==> config.mk <==
export PLATFORM = sky130hd
export DESIGN_NAME = seg7_scan_driver
export DESIGN_NICKNAME = d
export VERILOG_FILES = /design/src/rtl/seg7_scan_driver.sv
export SDC_FILE = /design/constraint.sdc
export NUM_CORES = 1
export LEC_CHECK = 0
export CAP_MARGIN = 25
export CORE_ASPECT_RATIO = 0.9
export CORE_UTILIZATION = 25
export CTS_BUF_LIST = sky130_fd_sc_hd__clkbuf_8
export DETAILED_ROUTE_END_ITERATION = 8
export DONT_BUFFER_PORTS = 1
export PLACE_DENSITY_LB_ADDON = 0.25
export SLEW_MARGIN = 20
export SYNTH_ARGS = -nofsm -noshare
export SYNTH_HDL_FRONTEND = slang
export SYNTH_SLANG_ARGS = --single-unit
==> constraint.sdc <==
create_clock -name clk -period 3.34 [get_ports clk]
set_input_delay 1.002 -clock clk [delete_from_list [all_inputs] [get_ports clk]]
set_output_delay 1.002 -clock clk [all_outputs]
set_load 0.05 [all_outputs]
==> src/rtl/seg7_scan_driver.sv <==
// Multiplexed 7-segment scanner with frame-synchronous double-buffered load; SEG7_HEX_EN adds A..F glyphs.
// All outputs registered (one cycle after lt_n/bi_n/rbi_n change); no backpressure, load is always accepted.
module seg7_scan_driver #(
  parameter int NUM_DIGITS = 4,
  parameter int PRESCALE   = 1000
) (
  input  logic                    clk,
  input  logic                    rst_n,
  input  logic                    load,
  input  logic [4*NUM_DIGITS-1:0] bcd_in,
  input  logic [NUM_DIGITS-1:0]   dp_in,
  input  logic                    lt_n,
  input  logic                    bi_n,
  input  logic                    rbi_n,
  output logic [6:0]              seg_n,
  output logic                    dp_n,
  output logic [NUM_DIGITS-1:0]   an_n,
  output logic                    frame_tick
);

  localparam int CW = $clog2(PRESCALE);
  localparam int IW = $clog2(NUM_DIGITS);

  logic [CW-1:0]           cnt, cnt_nxt;
  logic [IW-1:0]           idx, idx_nxt;
  logic [4*NUM_DIGITS-1:0] act, act_nxt, pend;
  logic [NUM_DIGITS-1:0]   act_dp, act_dp_nxt, pend_dp;
  logic                    pend_vld;
  logic                    slot_end, wrap;
  logic [NUM_DIGITS-1:0]   lead_zero;
  logic                    run_zero;
  logic [3:0]              code;
  logic                    dp_sel, sup;
  logic [6:0]              seg_d;
  logic                    dp_d;
  logic [NUM_DIGITS-1:0]   an_d;

  function automatic logic [6:0] decode(input logic [3:0] c);
    logic [6:0] s;
    case (c)
      4'd0: s = 7'h3F;
      4'd1: s = 7'h06;
      4'd2: s = 7'h5B;
      4'd3: s = 7'h4F;
      4'd4: s = 7'h66;
      4'd5: s = 7'h6D;
      4'd6: s = 7'h7D;
      4'd7: s = 7'h07;
      4'd8: s = 7'h7F;
      4'd9: s = 7'h6F;
`ifdef SEG7_HEX_EN
      4'd10: s = 7'h77;
      4'd11: s = 7'h7C;
      4'd12: s = 7'h39;
      4'd13: s = 7'h5E;
      4'd14: s = 7'h79;
      4'd15: s = 7'h71;
`endif
      default: s = 7'h00;
    endcase
    return s;
  endfunction

  always_comb begin
    slot_end   = (cnt == CW'(PRESCALE - 1));
    wrap       = slot_end && (idx == IW'(NUM_DIGITS - 1));
    cnt_nxt    = slot_end ? '0 : cnt + CW'(1);
    idx_nxt    = idx;
    if (slot_end) idx_nxt = wrap ? '0 : idx + IW'(1);
    act_nxt    = act;
    act_dp_nxt = act_dp;
    if (wrap) begin
      if (load) begin
        act_nxt    = bcd_in;
        act_dp_nxt = dp_in;
      end else if (pend_vld) begin
        act_nxt    = pend;
        act_dp_nxt = pend_dp;
      end
    end
  end

  // Outputs are computed from next-state values so the registered an_n lines up with the count it reflects.
  always_comb begin
    lead_zero = '0;
    run_zero  = 1'b1;
    for (int k = NUM_DIGITS - 1; k >= 0; k--) begin
      run_zero     = run_zero && (act_nxt[4*k +: 4] == 4'd0);
      lead_zero[k] = run_zero;
    end
    code   = '0;
    dp_sel = 1'b0;
    sup    = 1'b0;
    for (int k = 0; k < NUM_DIGITS; k++) begin
      if (idx_nxt == IW'(k)) begin
        code   = act_nxt[4*k +: 4];
        dp_sel = act_dp_nxt[k];
        sup    = (k != 0) && lead_zero[k] && !rbi_n;
      end
    end
  end

  always_comb begin
    seg_d = 7'h7F;
    dp_d  = 1'b1;
    an_d  = '1;
    if (bi_n) begin
      if (cnt_nxt != '0) an_d = ~(NUM_DIGITS'(1) << idx_nxt);
      if (!lt_n) begin
        seg_d = 7'h00;
        dp_d  = 1'b0;
      end else begin
        dp_d = ~dp_sel;
        if (!sup) seg_d = ~decode(code);
      end
    end
  end

  always_ff @(posedge clk or negedge rst_n) begin
    if (!rst_n) begin
      cnt        <= '0;
      idx        <= '0;
      act        <= '0;
      act_dp     <= '0;
      pend       <= '0;
      pend_dp    <= '0;
      pend_vld   <= 1'b0;
      seg_n      <= 7'h7F;
      dp_n       <= 1'b1;
      an_n       <= '1;
      frame_tick <= 1'b0;
    end else begin
      cnt    <= cnt_nxt;
      idx    <= idx_nxt;
      act    <= act_nxt;
      act_dp <= act_dp_nxt;
      if (load && !wrap) begin
        pend     <= bcd_in;
        pend_dp  <= dp_in;
        pend_vld <= 1'b1;
      end else if (wrap) begin
        pend_vld <= 1'b0;
      end
      seg_n      <= seg_d;
      dp_n       <= dp_d;
      an_n       <= an_d;
      frame_tick <= wrap;
    end
  end

endmodule
==> results.sh, run 1 <==
export IMPL_status="completed"
export IMPL_ys_ff_latch=66
export IMPL_antenna_found_initial=0
export IMPL_cts_inserted_buffers=9
export IMPL_diodes=0
export IMPL_synth_compound_area_share_pct=22.8
export IMPL_nFillCells=1406
export IMPL_grt_setup_unrepaired="false"
export IMPL_post_cts_buffers=0
export IMPL_die_h_um=113
export IMPL_grt_total_usage_pct=13.1
export IMPL_syn2layout_area_growth_pct=10.8
export IMPL_cts_sinks=66
export IMPL_fin_crit_sh_pct=91.5
export IMPL_start_kind="register"
export IMPL_synth_top_area_share_pct=39.2
export IMPL_postRouteAntennaNets=0
export IMPL_cts_clk_slew_worst_paths_ns=0.07
export IMPL_dpl_cell_count=470
export IMPL_grt_pass1_vias=2517
export IMPL_seq_power_share_pct=57.2
export IMPL_synth_simple_area_share_pct=13.4
export IMPL_vdd_ir_drop_max_uv=153
export IMPL_reg2reg_depth=12
export IMPL_synthTopCellsByArea="dfrtp_1 39%, dfstp_2 9.1%, mux2_2 6.5%"
export IMPL_slew_viol_final=0
export IMPL_grt_remaining_overflow=0
export IMPL_setup_viol=0
export IMPL_rows=40
export IMPL_grt_pass1_wl_um=14300
export IMPL_crit_path_max_fanout=8
export IMPL_fmax_mhz=327
export IMPL_port_buffers=0
export IMPL_initialDrtViolationCount=141
export IMPL_clockBufferDepth=2
export IMPL_dp_hpwl_um=6260
export IMPL_swShare_pct=24.7
export IMPL_clkPwrFrac_pct=38.1
export IMPL_syn_cell_area_sq_um=3450
export IMPL_register_area_sq_um=1670
export IMPL_synth_top_family_by_area="compound AO/OA/AOI/OAI gates"
export IMPL_synth_xor_area_share_pct=1.27
export IMPL_maxCapViolCount=0
export IMPL_critPathKind="register to register"
export IMPL_cts_root_buf="clkbuf_8"
export IMPL_cellLeakagePower_nw=1.53
export IMPL_htree_levels=3
export IMPL_multi_input_comb_area_sq_um=1620
export IMPL_required_ns=3.62
export IMPL_hold_viol=0
export IMPL_wirelength_um=8590
export IMPL_place_gp_congestion=0.802
export IMPL_cts_resized=0
export IMPL_ys_warnings_count=0
export IMPL_p_int_w=0.00115
export IMPL_p_sw_w=0.000378
export IMPL_muxShareOfSynthArea_pct=6.82
export IMPL_dr_pass1_iters=4
export IMPL_cp_arrival_ns=3.34
export IMPL_final_cell_mix="54 x dfrtp_1, 22 x nor2_1, 20 x mux2_2"
export IMPL_p_comb_share_pct=4.8
export IMPL_synthCells=305
export IMPL_period_needed_ns=3.05
export IMPL_maxSlewHeadroom_pct=64.3
export IMPL_worstHoldPathType="input port to async pin"
export IMPL_syn_avg_cell_area_sq_um=11.3
export IMPL_final_common_cell="dfrtp_1"
export IMPL_final_layout_size_suffix_gt1_share_pct=27.4
export IMPL_finClkSkew_ns=0.00813
export IMPL_die_area_sq_um=14300
export IMPL_finalNonFillerCells=486
export IMPL_hold_buffers=0
export IMPL_syn_num_nets=338
export IMPL_vias_per_cell=5.08
export IMPL_endpoint_kind="register"
export IMPL_yosysUniqueCellTypes=71
export IMPL_core_area_sq_um=13400
export IMPL_power_density_nw_per_um2=400
export IMPL_layout_nets=346
export IMPL_yosysTopAreaCell="dfrtp_1"
export IMPL_drc=0
export IMPL_wire_per_inst_um=17.7
export IMPL_synth_main_ff_cell="dfrtp_1"
export IMPL_die_x_um=126
export IMPL_initial_core_util_pct=25.7
export IMPL_ioPinCount=39
export IMPL_vias=2471
export IMPL_yosys_area_share_adder_pct=2.54
export IMPL_synthArstFlopShare_pct=100
export IMPL_grt_max_degree=67
export IMPL_seq_area_frac_synth_pct=48.3
export IMPL_tns_ns=0
export IMPL_tightest_slew_ns=0.536
export IMPL_insertion_delay_ns=0.35
export IMPL_cts_tree="yes"
export IMPL_synth_edff_count=0
==> sequential cells by signal, indices dropped and copies added (netlist names), 2 cells and up <==
register,count
act,16
pend,16
cnt,10
seg_n,7
act_dp,4
an_n,4
pend_dp,4
idx,2
==> Yosys cell counts, types with 2 or more instances <==
library cell  number
a21oi_1           11
a21oi_2            4
a221oi_1           3
a2bb2oi_2          5
a311oi_1           2
a311oi_2           2
a31o_1             5
a31oi_1            6
a41oi_1            4
and2_1             6
and3_1             3
buf_2              4
buf_4              2
buf_6              5
clkbuf_1           5
dfrtp_1           54
dfstp_2           12
ha_1               7
inv_1             11
inv_2              2
mux2_2            20
nand2_1           14
nand3_1           10
nor2_1            22
nor3_1             4
o2111ai_1          2
o21a_1             2
o21ai_0            9
o22a_1             2
o22ai_1           17
o32a_1             2
o32ai_1            2
or3_1              5
xnor2_1            3
xor2_1             2
==> logic make-up (layout without fill, tap and decap cells) <==
| family | Yosys count | in the layout |
|---|---|---|
| XOR/XNOR | 5 | 5 |
| AO/OA/AOI/OAI | 95 | 95 |
| adder cells (fa/ha/maj) | 7 | 7 |
| AND/OR/NAND/NOR | 81 | 81 |
| flip-flops | 66 | 66 |
| multiplexers | 21 | 21 |
| buffers and inverters | 30 | 43 |
==> per-stage QoR <==
| step | hold WS, ns | power, W | area (sq um) | utilization, % | setup slack, ns |
|---|---|---|---|---|---|
| global route | 0.315 | 0.00160 | 3820 | 28.5 | 0.0232 |
| global placement | 0.441 | 0.000961 | 3650 | 27.2 | 0.0723 |
| CTS | 0.320 | 0.00156 | 3810 | 28.4 | 0.144 |
| floorplan | 0.433 | 0.000942 | 3450 | - | 0.126 |
| finish | 0.341 | 0.00153 | 3820 | 28.5 | 0.285 |
| detailed placement | 0.454 | 0.000963 | 3650 | 27.2 | 0.0629 |
==> area by class of cell <==
cell class / instances / share of cell area (%)
multi-input cells: 209 / 42.5
repair buffers: 13 / 2.55
inverters: 14 / 1.51
clock buffers: 10 / 3.60
clock inverters: 6 / 0.688
well taps: 168 / 5.50
flip-flops and latches: 66 / 43.6
==> power groups by stage <==
| stage | Sequential (W) | Combinational (W) | Clock, W |
|---|---|---|---|
| floorplan | 0.000885 | 0.0000578 | 0 |
| global placement | 0.000888 | 0.0000730 | 0 |
| detailed placement | 0.000889 | 0.0000738 | 0 |
| CTS | 0.000874 | 0.0000740 | 0.000610 |
| global route | 0.000878 | 0.0000801 | 0.000639 |
| finish | 0.000874 | 0.0000726 | 0.000582 |
==> per-layer routing <==
metal | GRT usage [%] | vias up | wire [um]
li1 | - | 1179 | -
met1 | 18.4 | 1225 | 4230
met2 | 19.0 | 58 | 3720
met3 | 4.50 | 9 | 530
met4 | 3.86 | 0 | 108
met5 | 0 | - | 0
==> worst max-delay path: stages, from the launching register on <==
cell     delay (ns)
dfrtp_1        0.37
ha_1           0.20
nand2_1        0.17
o31ai_4        0.40
and2_1         0.22
inv_2          0.08
or3_1          0.33
a32oi_2        0.26
inv_1          0.14
ha_1           0.34
nor3_1         0.18
o21ai_0        0.11
a31oi_1        0.18
==> path summary, 6_finish.rpt <==
path | from | end | slack, ns
min in group clk | cnt[0]$_DFF_PN0_ | cnt[0]$_DFF_PN0_ | 0.47
min | rst_n | act[4]$_DFF_PN0_ | 0.34
max | cnt[0]$_DFF_PN0_ | seg_n[3]$_DFF_PN1_ | 0.29
max in group asynchronous | rst_n | seg_n[0]$_DFF_PN1_ | 2.78
min reg2reg | cnt[0]$_DFF_PN0_ | cnt[0]$_DFF_PN0_ | 0.47
max reg2reg | cnt[0]$_DFF_PN0_ | seg_n[3]$_DFF_PN1_ | 0.29
(Power assumes the default switching activity.)
==> run 2: changes to the inputs <==
--- a/config.mk
+++ b/config.mk
@@ -12,6 +12,7 @@
 export DETAILED_ROUTE_END_ITERATION = 8
 export DONT_BUFFER_PORTS = 1
 export PLACE_DENSITY_LB_ADDON = 0.25
+export REMOVE_ABC_BUFFERS = 1
 export SLEW_MARGIN = 20
 export SYNTH_ARGS = -nofsm -noshare
 export SYNTH_HDL_FRONTEND = slang
==> run 2 against run 1 <==
  * Routed wire length decreased by 0.70%
  * Hold slack lost 0.0053 ns
  * Cell count grew 0.82%
  * Design area grew 1.9%
  * Worst setup slack got worse by 0.061 ns
  * Clock skew increased by 0.0034 ns
  * Sequential power is essentially flat
  * Critical path type unchanged
  * Critical path depth is 1 lower
  * Critical endpoint is now seg_n[4]$_DFF_PN1_
  * Clock power grew 18%
  * Highest routed layer unchanged
  * Core utilization increased by 0.54 points
==> results.sh, run 2 (same netlist as run 1, synthesis figures left out) <==
export IMPL_critPathKind="register to register"
export IMPL_required_ns=3.59
export IMPL_reg2reg_depth=11
export IMPL_clockBufferDepth=2
export IMPL_diodes=0
export IMPL_slew_viol_final=0
export IMPL_cellLeakagePower_nw=1.56
export IMPL_insertion_delay_ns=0.36
export IMPL_r2r_setup_slack_ns=0.22
export IMPL_nFillCells=1397
export IMPL_dr_pass1_iters=5
export IMPL_antenna_found_initial=0
export IMPL_grt_pass1_vias=2571
export IMPL_grt_pass1_wl_um=13800
export IMPL_status="completed"
export IMPL_cts_root_buf="clkbuf_8"
export IMPL_start_kind="register"
export IMPL_fin_crit_sh_pct=93.3
export IMPL_finClkSkew_ns=0.0115
export IMPL_rr_endpoint="seg_n[4]$_DFF_PN1_"
export IMPL_syn2layout_area_growth_pct=12.9
export IMPL_setup_viol=0
export IMPL_vias=2470
export IMPL_postRouteAntennaNets=0
export IMPL_cp_arrival_ns=3.37
export IMPL_final_common_cell="dfrtp_1"
export IMPL_wire_per_inst_um=17.4
export IMPL_period_needed_ns=3.12
export IMPL_core_area_sq_um=13400
export IMPL_crit_top_cell="ha_1"
export IMPL_worstHoldPathType="input port to async pin"
export IMPL_path_cells="ha_1 > and4_1 > nand3_4 > clkinv_4 > o22ai_1 > or3_4 > a32oi_4 > ha_1 > o21ai_0 > a2111oi_1 > a311oi_2"
export IMPL_crit_end="seg_n[4]$_DFF_PN1_"
export IMPL_vias_per_cell=5.04
export IMPL_drc=0
export IMPL_maxSlewHeadroom_pct=64.8
export IMPL_port_buffers=0
export IMPL_hold_viol=0
export IMPL_maxCapViolCount=0
export IMPL_register_area_sq_um=1670
export IMPL_critPathLaunch="idx[1]$_DFF_PN0_"
export IMPL_tightest_slew_ns=0.527
export IMPL_dp_hpwl_um=6320
export IMPL_hold_ws_ns=0.336
export IMPL_layout_nets=350
export IMPL_final_cell_mix="54 x dfrtp_1, 22 x nor2_1, 20 x mux2_2"
export IMPL_cts_sinks=66
export IMPL_ioPinCount=39
export IMPL_place_ws_ns=-0.0614
export IMPL_grt_max_degree=67
export IMPL_setup_ws_ns=0.224
export IMPL_fmax_mhz=321
export IMPL_die_h_um=113
export IMPL_endpoint_kind="register"
export IMPL_grt_remaining_overflow=0
export IMPL_slowest_stage="a2111oi_1"
export IMPL_htree_levels=3
export IMPL_final_layout_size_suffix_gt1_share_pct=29.2
export IMPL_reg_largest_list="act x16, pend x16, cnt x10"
export IMPL_multi_input_comb_area_sq_um=1630
export IMPL_wirelength_um=8530
export IMPL_place_gp_congestion=0.816
export IMPL_crit_path_max_fanout=16
export IMPL_cts_tree="yes"
export IMPL_cts_clk_slew_worst_paths_ns=0.07
export IMPL_power_density_nw_per_um2=420
export IMPL_initial_core_util_pct=25.7
export IMPL_cts_inserted_buffers=9
export IMPL_grt_total_usage_pct=12.7
export IMPL_tns_ns=0
export IMPL_post_cts_buffers=0
export IMPL_grt_setup_unrepaired="false"
export IMPL_vdd_ir_drop_max_uv=252
export IMPL_rows=40
export IMPL_r2r_start="idx[1]$_DFF_PN0_"
export IMPL_initialDrtViolationCount=149
export IMPL_die_area_sq_um=14300
export IMPL_die_x_um=126
export IMPL_slowest_delay_ns=0.50
export IMPL_final_util_pct=29.0
-- run 2: cell types whose count changed in the layout (fill, tap and decap cells not counted) --
cell,previous run,this run
bufinv_16,0,1
and4bb_4,0,1
a311oi_1,2,1
a2bb2oi_2,5,6
inv_1,14,13
buf_4,13,17
o31ai_4,1,0
a311oi_2,2,3
and4bb_2,1,0
o31ai_2,0,1
clkinv_2,3,2
a2bb2oi_1,1,0
clkbuf_8,10,11
-- run 2: worst min-delay path by stage --
stage / endpoint / depth (start not counted) / slack, ns
2_1_floorplan: cnt[0]$_DFF_PN0_ / 1 / 0.43
3_3_place_gp: cnt[0]$_DFF_PN0_ / 1 / 0.45
3_5_place_dp: cnt[0]$_DFF_PN0_ / 1 / 0.46
4_1_cts: pend_dp[3]$_DFFE_PN0P_ / 0 / 0.31
5_1_grt: pend_dp[0]$_DFFE_PN0P_ / 0 / 0.31
6_report: pend_dp[3]$_DFFE_PN0P_ / 0 / 0.34
-- run 2: what timing repair did --
item                                    CTS  global route
hold buffers                              0             0
gates resized for setup                   0             5
endpoints found under the setup margin    0             4
-- run 2: layer usage --
layer | up-vias | GRT usage [%] | routed length [um] | part of all wire [%]
met5 | - | 0 | 0 | 0
met4 | 0 | 4.50 | 118 | 1.4
met3 | 13 | 4.22 | 431 | 5.1
met2 | 47 | 19.5 | 3770 | 44
met1 | 1233 | 16.8 | 4210 | 49
li1 | 1177 | - | - | -
-- run 2: per-stage QoR --
stage	total power (W)	std cells	instance area, sq um
final	0.00163	490	3890
after global routing	0.00169	490	3890
after CTS	0.00166	490	3870
after detailed placement	0.000961	474	3680
after global placement	0.000959	474	3680
after floorplan	0.000940	289	3340
-- run 2: final cells by class --
cell class              count  share of cell area [%]
flip-flops and latches     66                    42.8
clock buffers              11                    3.89
clock inverters             5                    1.22
repair buffers             17                    3.28
well taps                 168                    5.40
inverters                  14                    1.48
multi-input cells         209                    41.9
-- run 2: where the power goes --
part	internal, W	total, W	switching (W)	leakage, nW
Sequential	0.000836	0.000876	0.0000393	0.810
Clock	0.000378	0.000688	0.000311	0.112
Combinational	0.0000362	0.0000703	0.0000341	0.638
Total	0.00125	0.00163	0.000384	1.56
-- run 2: critical path, delay by kind of cell (launching register included) --
family | cells | cell delay, ns
AO/OA/AOI/OAI | 5 | 1.09
adder cells (fa/ha/maj) | 2 | 0.46
buffers and inverters | 1 | 0.17
flip-flops | 1 | 0.37
AND/OR/NAND/NOR | 3 | 0.89
==> run 3: changes to the inputs <==
--- a/config.mk
+++ b/config.mk
@@ -13,7 +13,9 @@
 export DONT_BUFFER_PORTS = 1
 export PLACE_DENSITY_LB_ADDON = 0.25
 export REMOVE_ABC_BUFFERS = 1
+export SKIP_CTS_REPAIR_TIMING = 1
 export SLEW_MARGIN = 20
 export SYNTH_ARGS = -nofsm -noshare
 export SYNTH_HDL_FRONTEND = slang
 export SYNTH_SLANG_ARGS = --single-unit
+export TNS_END_PERCENT = 1
==> constraint.sdc (replaced) <==
create_clock -name clk -period 3.5 [get_ports clk]
set_input_delay 1.05 -clock clk [delete_from_list [all_inputs] [get_ports clk]]
set_output_delay 1.05 -clock clk [all_outputs]
set_load 0.05 [all_outputs]
==> run 3 against run 2 <==
  * Sequential power down 4.7%
  * Cell count down 1.0%
  * Critical path type unchanged
  * Critical path depth unchanged
  * Core utilization down 0.35 points
  * Highest routed layer unchanged
  * Maximum frequency down 2.8%
==> results.sh, run 3 (same netlist as run 1, synthesis figures left out) <==
export IMPL_slew_viol_final=0
export IMPL_die_x_um=126
export IMPL_period_needed_ns=3.21
export IMPL_die_area_sq_um=14300
export IMPL_layout_nets=345
export IMPL_vias_per_cell=5.19
export IMPL_start_kind="register"
export IMPL_register_area_sq_um=1670
export IMPL_cellLeakagePower_nw=1.54
export IMPL_dr_pass1_iters=4
export IMPL_hold_viol=0
export IMPL_grt_max_degree=67
export IMPL_initialDrtViolationCount=158
export IMPL_endpoint_kind="register"
export IMPL_antenna_found_initial=0
export IMPL_insertion_delay_ns=0.35
export IMPL_core_area_sq_um=13400
export IMPL_finClkSkew_ns=0.0109
export IMPL_postRouteAntennaNets=0
export IMPL_wire_per_inst_um=17.9
export IMPL_syn2layout_area_growth_pct=11.5
export IMPL_maxSlewHeadroom_pct=66.3
export IMPL_port_buffers=0
export IMPL_grt_remaining_overflow=0
export IMPL_setup_viol=0
export IMPL_reg_largest_list="act x16, pend x16, cnt x10"
export IMPL_fmax_mhz=312
export IMPL_grt_pass1_vias=2544
export IMPL_grt_total_usage_pct=12.9
export IMPL_crit_path_max_fanout=11
export IMPL_grt_setup_unrepaired="false"
export IMPL_dp_hpwl_um=6360
export IMPL_drc=0
export IMPL_nFillCells=1387
export IMPL_critPathKind="register to register"
export IMPL_cts_inserted_buffers=9
export IMPL_grt_pass1_wl_um=14000
export IMPL_vias=2517
export IMPL_p_int_w=0.00121
export IMPL_p_sw_w=0.000366
export IMPL_maxCapViolCount=0
export IMPL_rows=40
export IMPL_htree_levels=3
export IMPL_power_density_nw_per_um2=411
export IMPL_worstHoldPathType="input port to async pin"
export IMPL_clkPwrFrac_pct=42.8
export IMPL_diodes=0
export IMPL_fin_crit_sh_pct=91.6
export IMPL_final_common_cell="dfrtp_1"
export IMPL_seq_power_share_pct=52.9
export IMPL_initial_core_util_pct=25.7
export IMPL_final_layout_size_suffix_gt1_share_pct=26.8
export IMPL_ioPinCount=39
export IMPL_cts_clk_slew_worst_paths_ns=0.08
export IMPL_status="completed"
export IMPL_vdd_ir_drop_max_uv=308
export IMPL_place_gp_congestion=0.851
export IMPL_required_ns=3.75
export IMPL_cts_sinks=66
export IMPL_cts_root_buf="clkbuf_8"
export IMPL_cts_tree="yes"
export IMPL_multi_input_comb_area_sq_um=1610
export IMPL_die_h_um=113
export IMPL_p_comb_share_pct=4.3
export IMPL_clockBufferDepth=2
export IMPL_cp_arrival_ns=3.45
export IMPL_swShare_pct=23.1
export IMPL_total_power_w=0.00158
export IMPL_tightest_slew_ns=0.505
export IMPL_wirelength_um=8660
export IMPL_tns_ns=0
export IMPL_final_cell_mix="54 x dfrtp_1, 22 x nor2_1, 20 x mux2_2"
run 3: cell count changes in the layout (fill, tap and decap cells not counted), sizes merged:
cell / previous run / this run
buf: 17 / 12
clkbuf: 11 / 12
clkinv: 3 / 2
run 3: worst paths after layout:
| kind | endpoint | start | depth (start not counted) | slack, ns |
|---|---|---|---|---|
| max in group asynchronous | seg_n[5]$_DFF_PN1_ | rst_n | 0 | 2.89 |
| hold / removal | act_dp[1]$_DFF_PN0_ | rst_n | 0 | 0.39 |
| min in group clk | cnt[0]$_DFF_PN0_ | cnt[0]$_DFF_PN0_ | 1 | 0.46 |
| setup / recovery | seg_n[4]$_DFF_PN1_ | cnt[0]$_DFF_PN0_ | 11 | 0.29 |
| setup reg to reg | seg_n[4]$_DFF_PN1_ | cnt[0]$_DFF_PN0_ | 11 | 0.29 |
| hold reg to reg | cnt[0]$_DFF_PN0_ | cnt[0]$_DFF_PN0_ | 1 | 0.46 |
run 3: stage by stage:
step                hold slack, ns  util [%]  worst slack, ns  instance area (sq um)  std cells
global route                 0.362      28.7           0.0414                   3850        485
floorplan                    0.433         -            0.262                   3340        289
global placement             0.447      27.1            0.279                   3640        469
detailed placement           0.452      27.1            0.184                   3640        469
finish                       0.388      28.7            0.293                   3850        485
CTS                          0.363      28.7            0.292                   3850        485
run 3: area by class of cell:
type / count / share of cell area (%)
well taps: 168 / 5.47
clock buffers: 12 / 4.29
clock inverters: 4 / 1.11
repair buffers: 12 / 2.34
multi-input cells: 209 / 42.0
inverters: 14 / 1.50
flip-flops and latches: 66 / 43.3
run 3: worst max-delay path, cell delays in order (launching register included):
cell	delay, ns
dfrtp_1	0.39
ha_1	0.24
and2_1	0.34
nand4_1	0.36
o22ai_1	0.16
or3_1	0.41
a32oi_2	0.27
inv_1	0.13
ha_1	0.24
nor3_1	0.18
a21oi_1	0.06
a311oi_1	0.32
run 3: layer usage:
metal	vias up	part of all wire, %	global-route usage [%]
met3	16	5.6	4.08
met5	-	0	0
met4	0	2.8	6.75
li1	1176	-	-
met2	67	43	18.6
met1	1258	48	17.4
run 3: power by group through the flow:
stage	logic (W)	clock network, W	registers [W]
after CTS	0.0000691	0.000702	0.000836
after detailed placement	0.0000686	0	0.000850
after global routing	0.0000754	0.000733	0.000839
after floorplan	0.0000527	0	0.000844
after global placement	0.0000675	0	0.000850
final	0.0000685	0.000676	0.000835
